--- config.mk ---
export PLATFORM = sky130hd
export DESIGN_NAME = fir_coeff_mac
export DESIGN_NICKNAME = d
export VERILOG_FILES = /design/src/rtl/fir_coeff_mac.sv
export SDC_FILE = /design/constraint.sdc
export NUM_CORES = 1
export LEC_CHECK = 0
export CORE_ASPECT_RATIO = 1.2
export CORE_MARGIN = 3
export CORE_UTILIZATION = 60
export DETAILED_ROUTE_END_ITERATION = 7
export PLACE_DENSITY_LB_ADDON = 0.05
export SLEW_MARGIN = 25
export SYNTH_ARGS = -nofsm -noshare
export SYNTH_HDL_FRONTEND = slang
export SYNTH_SLANG_ARGS = --single-unit
export TNS_END_PERCENT = 100
--- constraint.sdc ---
create_clock -name clk -period 24.7 [get_ports clk]
set_input_delay 4.94 -clock clk [delete_from_list [all_inputs] [get_ports clk]]
set_output_delay 4.94 -clock clk [all_outputs]
set_load 0.02 [all_outputs]
--- src/rtl/fir_coeff_mac.sv ---
// Sequential multiply-accumulate FIR stage: one tap per cycle against an external coefficient
// lookup, with floor rescale and saturation onto a valid/ready output.
module fir_coeff_mac #(
  parameter int unsigned N_TAPS    = 4,
  parameter int unsigned WIDTH     = 18,
  parameter int          IN_EXP    = -12,
  parameter int          COEFF_EXP = -12,
  parameter int          OUT_EXP   = -12
) (
  input  logic                        clk,
  input  logic                        rst,
  input  logic signed [WIDTH-1:0]     in_data,
  input  logic                        in_valid,
  output logic                        in_ready,
  output logic [$clog2(N_TAPS)-1:0]   coeff_addr,
  input  logic signed [WIDTH-1:0]     coeff_data,
  output logic signed [WIDTH-1:0]     out_data,
  output logic                        out_valid,
  input  logic                        out_ready
);

  localparam int unsigned KW    = $clog2(N_TAPS);
  localparam int unsigned PW    = 2 * WIDTH;
  localparam int unsigned AW    = PW + KW;
  localparam int          SHIFT = OUT_EXP - (IN_EXP + COEFF_EXP);

  localparam logic [KW-1:0] LAST_TAP = KW'(N_TAPS - 1);

  localparam logic signed [AW-1:0] SAT_MAX = {{(AW-WIDTH+1){1'b0}}, {(WIDTH-1){1'b1}}};
  localparam logic signed [AW-1:0] SAT_MIN = {{(AW-WIDTH+1){1'b1}}, {(WIDTH-1){1'b0}}};

  localparam logic [1:0] IDLE  = 2'd0;
  localparam logic [1:0] ACCUM = 2'd1;
  localparam logic [1:0] HOLD  = 2'd2;

  if (N_TAPS < 2) begin : g_bad_taps
    $error("fir_coeff_mac: N_TAPS must be at least 2");
  end
  if (SHIFT < 0) begin : g_bad_exp
    $error("fir_coeff_mac: OUT_EXP must be >= IN_EXP + COEFF_EXP");
  end

  logic [1:0]              state_q, state_d;
  logic [KW-1:0]           k_q, k_d;
  logic signed [AW-1:0]    acc_q, acc_d;
  logic signed [WIDTH-1:0] x_q [N_TAPS];
  logic signed [WIDTH-1:0] out_data_q, out_data_d;
  logic                    out_valid_q, out_valid_d;

  logic                    accept;
  logic signed [PW-1:0]    prod;
  logic signed [AW-1:0]    acc_sum;
  logic signed [AW-1:0]    scaled;
  logic signed [WIDTH-1:0] result;

  // in_ready is gated by rst so nothing is accepted in the cycle reset is applied.
  assign in_ready   = (state_q == IDLE) && !rst;
  assign accept     = in_valid && in_ready;
  assign coeff_addr = (state_q == ACCUM) ? k_q : '0;
  assign out_data   = out_data_q;
  assign out_valid  = out_valid_q;

  always_comb begin
    prod    = PW'(coeff_data) * PW'(x_q[k_q]);
    acc_sum = acc_q + AW'(prod);
    // Arithmetic shift floors toward minus infinity; the wide accumulator cannot overflow.
    scaled  = acc_sum >>> SHIFT;
    if (scaled > SAT_MAX) begin
      result = SAT_MAX[WIDTH-1:0];
    end else if (scaled < SAT_MIN) begin
      result = SAT_MIN[WIDTH-1:0];
    end else begin
      result = scaled[WIDTH-1:0];
    end
  end

  always_comb begin
    state_d     = state_q;
    k_d         = k_q;
    acc_d       = acc_q;
    out_data_d  = out_data_q;
    out_valid_d = out_valid_q;
    case (state_q)
      IDLE: begin
        if (accept) begin
          acc_d   = '0;
          k_d     = '0;
          state_d = ACCUM;
        end
      end
      ACCUM: begin
        acc_d = acc_sum;
        if (k_q == LAST_TAP) begin
          out_data_d  = result;
          out_valid_d = 1'b1;
          state_d     = HOLD;
        end else begin
          k_d = k_q + 1'b1;
        end
      end
      HOLD: begin
        if (out_ready) begin
          out_valid_d = 1'b0;
          state_d     = IDLE;
        end
      end
      default: begin
        out_valid_d = 1'b0;
        state_d     = IDLE;
      end
    endcase
  end

  always_ff @(posedge clk) begin
    if (rst) begin
      state_q     <= IDLE;
      k_q         <= '0;
      acc_q       <= '0;
      out_data_q  <= '0;
      out_valid_q <= 1'b0;
    end else begin
      state_q     <= state_d;
      k_q         <= k_d;
      acc_q       <= acc_d;
      out_data_q  <= out_data_d;
      out_valid_q <= out_valid_d;
    end
  end

  // Delay line: x_q[0] holds the newest sample.
  always_ff @(posedge clk) begin
    if (rst) begin
      for (int i = 0; i < int'(N_TAPS); i++) begin
        x_q[i] <= '0;
      end
    end else if (accept) begin
      x_q[0] <= in_data;
      for (int i = 1; i < int'(N_TAPS); i++) begin
        x_q[i] <= x_q[i-1];
      end
    end
  end

endmodule

# Word level (Yosys, flattened, before mapping)
# Memories as Yosys holds them, arrays and structs flattened. A register that Yosys moved wholly into a read port is not among the register bits.
# Cells that the tools add are included.
[totals]
reg_bits = 61
output_inout_bits = 22
n_memories = 1
mem_bits_rw = 72
[op_classes]
eq_ne = 7
mux = 26
mul = 1
addsub = 2
reduce_logical = 10
magnitude_cmp = 2
n_bitwise = 5
[mem_list]
columns = ["memory", "words", "width", "read_ports", "rd_ports_with_merged_regs", "write_ports", "line_no", "source"]
rows = [
  ["x_q", 4, 18, 4, 1, 4, "46", "logic signed [WIDTH-1:0] x_q [N_TAPS];"],
]
[op_table]
columns = ["operator", "n"]
rows = [
  ["2-to-1 mux 18 bit", 6],
  ["case mux 38 bit (2 select lines)", 1],
  ["adder 38 x 36 -> 38 bit", 1],
  ["2-to-1 mux 38 bit", 1],
  ["multiplier 18 x 18 -> 36 bit", 1],
  ["greater-than comparator 26 x 18 -> 1 bit (second input constant)", 1],
  ["< comparator 26 x 18 -> 1 bit (second input constant)", 1],
  ["2-to-1 mux 2 bit", 8],
  ["AND reduction 3 bit", 3],
  ["2-to-1 mux 1 bit", 7],
  ["!= test 2 bit (second input constant)", 3],
  ["case mux 2 bit (3 select lines)", 1],
  ["== test 2 bit (second input constant)", 2],
  ["bitwise OR 1 bit", 4],
  ["case mux 2 bit (2 select lines)", 1],
  ["AND reduction 2 bit", 2],
  ["case mux 1 bit (3 select lines)", 1],
  ["adder 2 x 1 -> 2 bit (second input constant)", 1],
  ["== test 2 x 1 -> 1 bit (second input constant)", 1],
  ["logical AND 1 bit", 2],
  ["zero test 2 bit", 1],
  ["!= test 2 x 1 -> 1 bit (second input constant)", 1],
  ["nonzero test 2 bit", 1],
  ["zero test 1 bit", 1],
  ["inverter 1 bit", 1],
]

# Depth between registers and ports, before layout
# Gate-level depths: netlist (run 1).
[depth]
word_depth = 7
depth_mapped = 30
depth_no_buf = 26

# Worst setup path before layout (run 1)
# Ideal clock, no wire load.
[synth_path]
path_kind = "input -> register"
start = "in coeff_data[17]"
end = "reg out_data_q[11], in the netlist out_data[11]"
path_slack_ns = 12.722
setup_ns = 0.139
path_stages = 25
arrival_ns = 11.839
cell_sequence = "clkbuf_1 clkbuf_1 nand2_1 fa_1 inv_1 fa_1 inv_1 fa_1 inv_1 fa_1 fa_1 fa_1 ha_1 ha_1 a21oi_2 o21ai_0 or2_0 buf_2 nor4_1 nor3_2 a2111oi_2 nand4_1 o21ai_4 buf_6 o32ai_2"
[synth_between]
elab_chain_cells = 5
elab_cells_between_ends = 6
classes_between = "add/sub (1); mul (1); order compare (2); mux (2)"
[synth_rtl]
columns = ["item", "line_no", "source"]
rows = [
  ["start, declared", "16", "input logic signed [WIDTH-1:0] coeff_data,"],
  ["multiplier 18 x 18 -> 36 bit *", "64", "prod = PW'(coeff_data) * PW'(x_q[k_q]);"],
  ["adder 38 x 36 -> 38 bit *", "65", "acc_sum = acc_q + AW'(prod);"],
  ["< comparator 26 x 18 -> 1 bit", "70", "end else if (scaled < SAT_MIN) begin"],
  ["2-to-1 mux 18 bit", "70", ""],
  ["2-to-1 mux 18 bit *", "68", "if (scaled > SAT_MAX) begin"],
  ["end signal, assigned", "125", "out_data_q <= out_data_d;"],
  ["end, declared", "47", "logic signed [WIDTH-1:0] out_data_q, out_data_d;"],
]
# Every way passes the cells marked *; elsewhere a longest branch is shown, timed or not.
# A chain may end at the register's enable or synchronous reset.

# Final worst setup path (run 1)
[layout_path]
start = "in coeff_data[17]"
end = "reg out_data_q[16], in the netlist out_data[16]"
# Same word-level chain as after synthesis.

==> results.json, run 1 <==
{
  "insertion_delay_ps": 430,
  "cp_max_fo": 18,
  "finalSetupViolations": 0,
  "tns_ps": 0,
  "root_buffer": "clkbuf_16",
  "endpoint_kind": "register",
  "design_area_sq_um": 21100,
  "grt_setup_unrepaired": "false",
  "finalNonFillerCells": 2426,
  "cts_buffers": 17,
  "drive_above_1_share_pct": 5.43,
  "gp_congestion": 0.894,
  "syn2layout_area_growth_pct": 7.53,
  "track_usage_pct": 28.2,
  "post_cts_resize_count": 0,
  "fp.dieH_microns": 204,
  "grt_pass1_wl_mm": 77.1,
  "cp.arrival_ps": 13330,
  "syn_area_per_cell_sq_um": 9.78,
  "path_clk_slew_ps": 70,
  "port-buffer-count": 61,
  "antenna_left": 0,
  "post-cts-setup-buffer-count": 0,
  "r2r_cells": 21,
  "syn_inst": 2009,
  "core_area_sq_um": 31800,
  "crit_path_cell_trace": "clkdlybuf4s50_1 > nand2_1 > fa_1 > inv_1 > fa_1 > inv_1 > fa_1 > inv_1 > fa_1 > fa_1 > fa_1 > ha_1 > ha_1 > a21oi_1 > or3b_1 > a221oi_2 > a21oi_1 > o211ai_1 > nand3_1 > a21boi_2 > o32ai_1",
  "reg2reg_to": "out_data[16]",
  "status": "finished, final reports clean",
  "synth_fp_nets": 2541,
  "tritoncts": "yes",
  "critPathKind": "input pin to register",
  "wirelength_mm": 46.2,
  "critPathSlowestCell": "clkdlybuf4s50_1",
  "finClkSkew_ps": 14.7,
  "cp_data_required_time_ps": 24940,
  "ys_top_cells_by_area": "fa_1 38%, edfxtp_1 11%, inv_1 8.0%, ha_1 7.4%, dfxtp_1 6.4%",
  "whs_ps": 465,
  "place_hpwl_mm": 36.3,
  "row_count": 71,
  "grt_pass1_vias": 15000,
  "fin_crit_ps": 13080,
  "min-delay-start": "acc_q[11]",
  "synthFlopType": "edfxtp_1",
  "synth_top_area_share_pct": 38.2,
  "dpl.cell_count": 2394,
  "reg2reg_slack_ps": 15440,
  "maxSlewViolCount": 0,
  "crit_top_cell": "fa_1",
  "timing.fmax_ghz": 0.0764,
  "drtPass1Iterations": 5,
  "gr-total-overflow": 0,
  "ctsLongestPathBuffers": 2,
  "antenna_found_initial": 2,
  "path_delay_family": "adder cells",
  "fin_crit_sh_pct": 53.0,
  "wl_per_cell_microns": 19.1,
  "die_w_microns": 171,
  "holdBufCountCts": 0,
  "synth_cell_types": 69,
  "ys_seq_area_share_pct": 17.4,
  "nets": 2544,
  "clock_sinks": 135,
  "finalHoldViolCount": 0,
  "synth-seq-cells": 135,
  "routed-via-count": 13700,
  "min_path_type": "register to register",
  "initial_utilization_pct": 61.8,
  "fp.dieArea_sq_um": 35000,
  "timing.critical_path.buf_inv": 4,
  "grt_max_degree": 81,
  "synth_warnings": 0,
  "worstHoldPathCells": 2,
  "yosysTopAreaCell": "fa_1",
  "netlist_area_sq_um": 19700,
  "avgViaCountPerCell": 5.65,
  "async_flop_share_pct": 0,
  "n_antenna_cell": 0,
  "cap_violations": 0,
  "holdPathEnd": "acc_q[11]",
  "critical_path.max_stage_delay_ps": 930,
  "tightest_slew_ps": 1040,
  "htree_levels": 4,
  "placed_area_sq_um": 20500,
  "pin_count": 62,
  "synth_common_cells": "420 x inv_1, 375 x fa_1, 202 x nand2_1, 188 x and2_1, 117 x ha_1",
  "drc": 0,
  "slew_headroom_pct": 30.1,
  "synth_edf_count": 72,
  "yosysMostFrequentCell": "inv_1",
  "crit_path_start_kind": "input pin",
  "drt-initial-drc-count": 771
}
==> worst min-delay path: cells and delay by family, from the launching register on <==
family / cells / cell delay [ps]
AO/OA/AOI/OAI: 1 / 50
flip-flops: 1 / 310
AND/OR/NAND/NOR: 1 / 60
==> state kept, by name, indices dropped and copies added (netlist names), named ones only <==
signal and flops:
x_q 72, k_q 2, out_valid 1, acc_q 38
out_data 18, state_q 2
==> cell usage in the layout, fill, tap and decap left out, types with 10 or more instances in the layout <==
cell type,n
clkbuf_16,17
xor2_1,11
edfxtp_1,72
a21oi_1,64
o21ai_0,16
nand2_1,202
nand3_1,35
a31oi_1,15
and2_1,188
nor2_1,90
inv_1,420
or3_1,10
o32ai_2,10
nor3_1,10
buf_4,14
fa_1,375
clkdlybuf4s50_1,59
ha_1,117
dfxtp_1,63
mux4_2,17
xnor2_1,23
and3_1,75
==> worst max path at each step <==
stage | to | start | slack [ps] | cells after the start
final | out_data[16] | coeff_data[17] | 11620 | 21
after global placement | out_data[16] | coeff_data[17] | 11430 | 21
after global routing | out_data[16] | coeff_data[17] | 11060 | 21
after floorplan | out_data[11] | coeff_data[17] | 12720 | 25
after detailed placement | out_data[16] | coeff_data[17] | 11190 | 21
after CTS | out_data[16] | coeff_data[17] | 11620 | 21
==> per-stage QoR <==
stage	setup slack (ps)	util, %
after floorplan	12720	-
after global placement	11430	64.5
after detailed placement	11190	64.5
after CTS	11620	66.4
after global routing	11060	66.4
final	11620	66.4
==> area by class of cell <==
cell class	instances	area, sq um
clock buffer	17	425
sequential	135	3420
clock inverter	15	199
fill	2602	10700
timing repair buffer	75	706
multi-input combinational	1363	14300
inverter	420	1580
tap	401	502
==> routing by layer <==
layer	global-route usage, %	part of all wire [%]	vias to the layer above	wire, microns
met4	9.34	3.3	0	1520
li1	-	-	6234	-
met2	50.1	53	343	24300
met1	35.8	40	7046	18400
met3	3.46	4.4	86	2030
met5	0	0	-	0
==> cells by family (layout without fill, tap and decap cells) <==
logic type                 Yosys count  in the layout  synth area share [%]
adders and majority gates          492            492                  45.7
and+or+nand+nor                    645            645                  16.8
AOI/OAI and AO/OA                  168            168                  6.37
muxes                               22             22                  2.21
xor gates and xnor gates            36             36                  1.68
buffers and inverters              511            527                  9.88
DFF                                135            135                  17.4
Power of run 1 is not shown: default switching activity piles up to over one toggle a cycle in this logic, so the estimate is an artifact.
==> run 2, diff against run 1 <==
--- a/config.mk
+++ b/config.mk
@@ -7,7 +7,7 @@
 export LEC_CHECK = 0
 export CORE_ASPECT_RATIO = 1.2
 export CORE_MARGIN = 3
-export CORE_UTILIZATION = 60
+export CORE_UTILIZATION = 58
 export DETAILED_ROUTE_END_ITERATION = 7
 export PLACE_DENSITY_LB_ADDON = 0.05
 export SLEW_MARGIN = 25
==> constraint.sdc (replaced) <==
create_clock -name clk -period 10.8 [get_ports clk]
set_input_delay 2.16 -clock clk [delete_from_list [all_inputs] [get_ports clk]]
set_output_delay 2.16 -clock clk [all_outputs]
set_load 0.02 [all_outputs]
==> results.json, run 2 (synthesis results as in run 1) <==
{
  "largest_reg_flops": 72,
  "cts_buffers": 17,
  "die_w_microns": 174,
  "drtPass1Iterations": 5,
  "track_usage_pct": 27.5,
  "antenna_left": 0,
  "reg2reg_to": "out_data[10]",
  "tns_ps": 0,
  "clock_sinks": 135,
  "cp_max_fo": 18,
  "crit_path_start_kind": "input pin",
  "timing.fmax_ghz": 0.102,
  "timing.critical_path.buf_inv": 8,
  "maxSlewViolCount": 0,
  "drc": 0,
  "antenna_found_initial": 0,
  "tritoncts": "yes",
  "grt_use_met1_pct": 35.9,
  "crit_top_cell": "fa_1",
  "ctsLongestPathBuffers": 2,
  "layout_commonest_cell": "inv_1",
  "row_count": 73,
  "fin_ws_ps": 1010,
  "fp.dieH_microns": 208,
  "grt_pass1_wl_mm": 78.2,
  "fin_crit_ps": 9790,
  "status": "finished, final reports clean",
  "insertion_delay_ps": 420,
  "path_clk_slew_ps": 70,
  "drt-initial-drc-count": 836,
  "globalRouteMet3Util_pct": 3.92,
  "endpoint_kind": "register",
  "htree_levels": 4,
  "path_delay_family": "adder cells",
  "crit_path_end": "out_data[10]",
  "post-cts-setup-buffer-count": 0,
  "avgViaCountPerCell": 5.57,
  "slew_headroom_pct": 40.2,
  "finalHoldViolCount": 0,
  "routed-via-count": 13900,
  "fp.dieArea_sq_um": 36100,
  "grt_busiest_layer": "met2",
  "pin_count": 62,
  "reg2reg_slack_ps": 2020,
  "tightest_slew_ps": 897,
  "min_path_type": "register to register",
  "nets": 2563,
  "largest_register": "x_q",
  "worstSetupPathDepth": 27,
  "root_buffer": "clkbuf_16",
  "drive_above_1_share_pct": 6.41,
  "critPathSlowestCell": "fa_1",
  "grt_max_degree": 81,
  "startpoint": "coeff_data[17]",
  "cp.arrival_ps": 10110,
  "critPathKind": "input pin to register",
  "grt_pass1_vias": 14800,
  "finalSetupViolations": 0,
  "critical_path.max_stage_delay_ps": 600,
  "cap_violations": 0,
  "place_hpwl_mm": 38.3,
  "wl_per_cell_microns": 19.1,
  "cp_data_required_time_ps": 11120,
  "gp_congestion": 0.915,
  "dp_slack_ps": 456,
  "grtUsageMet2_pct": 47.3,
  "core_area_sq_um": 33200,
  "syn2layout_area_growth_pct": 8.77,
  "finClkSkew_ps": 12.5,
  "fin_crit_sh_pct": 90.7,
  "holdBufCountCts": 0,
  "gr-total-overflow": 0,
  "wirelength_mm": 47.8,
  "port-buffer-count": 61,
  "post_cts_resize_count": 0,
  "layout_common_cells": "420 x inv_1, 375 x fa_1, 202 x nand2_1",
  "initial_utilization_pct": 59.1,
  "r2r_cells": 26,
  "grt_setup_unrepaired": "false"
}
-- run 2: changes by cell type in the layout (fill, tap and decap cells not counted), moves of 2 or more --
cell       previous run  this run
clkinv_4              2         0
bufinv_16             0         2
diode_2               0         4
inv_8                 3         5
inv_6                 2         4
clkinv_8              7         3
buf_4                14        32
-- run 2: layout make-up --
type	count	area (sq um)
multi-input cells	1363	14300
fillers	2805	11900
flip-flops and latches	135	3420
inverters	420	1580
repair buffers	94	861
well taps	450	563
clock buffers	17	425
clock inverters	15	205
diodes	4	10.0
-- run 2: tightest hold or removal path, cell delays in order, from the launching register on --
cell	delay, ps
dfxtp_1	310
nand3_1	60
a21oi_1	60
-- run 2: per-stage QoR --
stage	cell area, sq um	utilization (%)	hold WS (ps)	std cells
6_report	21400	64.3	468	2498
5_1_grt	21400	64.3	488	2494
4_1_cts	21300	64.2	469	2493
3_5_place_dp	20700	62.3	460	2461
3_3_place_gp	20700	62.3	455	2461
2_1_floorplan	19700	-	444	2009
-- run 2: worst min-delay path by stage --
| stage | endpoint | depth (start not counted) | slack [ps] | from |
|---|---|---|---|---|
| floorplan | acc_q[10] | 2 | 440 | acc_q[10] |
| global route | acc_q[12] | 2 | 490 | acc_q[12] |
| CTS | acc_q[22] | 2 | 470 | acc_q[22] |
| detailed placement | acc_q[22] | 2 | 460 | acc_q[22] |
| finish | acc_q[13] | 2 | 470 | acc_q[13] |
| global placement | acc_q[11] | 2 | 460 | acc_q[11] |
-- run 2: metal layers --
layer / vias up / wire length, microns
li1: 6285 / -
met1: 7131 / 18900
met2: 420 / 24800
met3: 86 / 2440
met4: 0 / 1680
met5: - / 0
Power of run 2 is left out for the same reason.
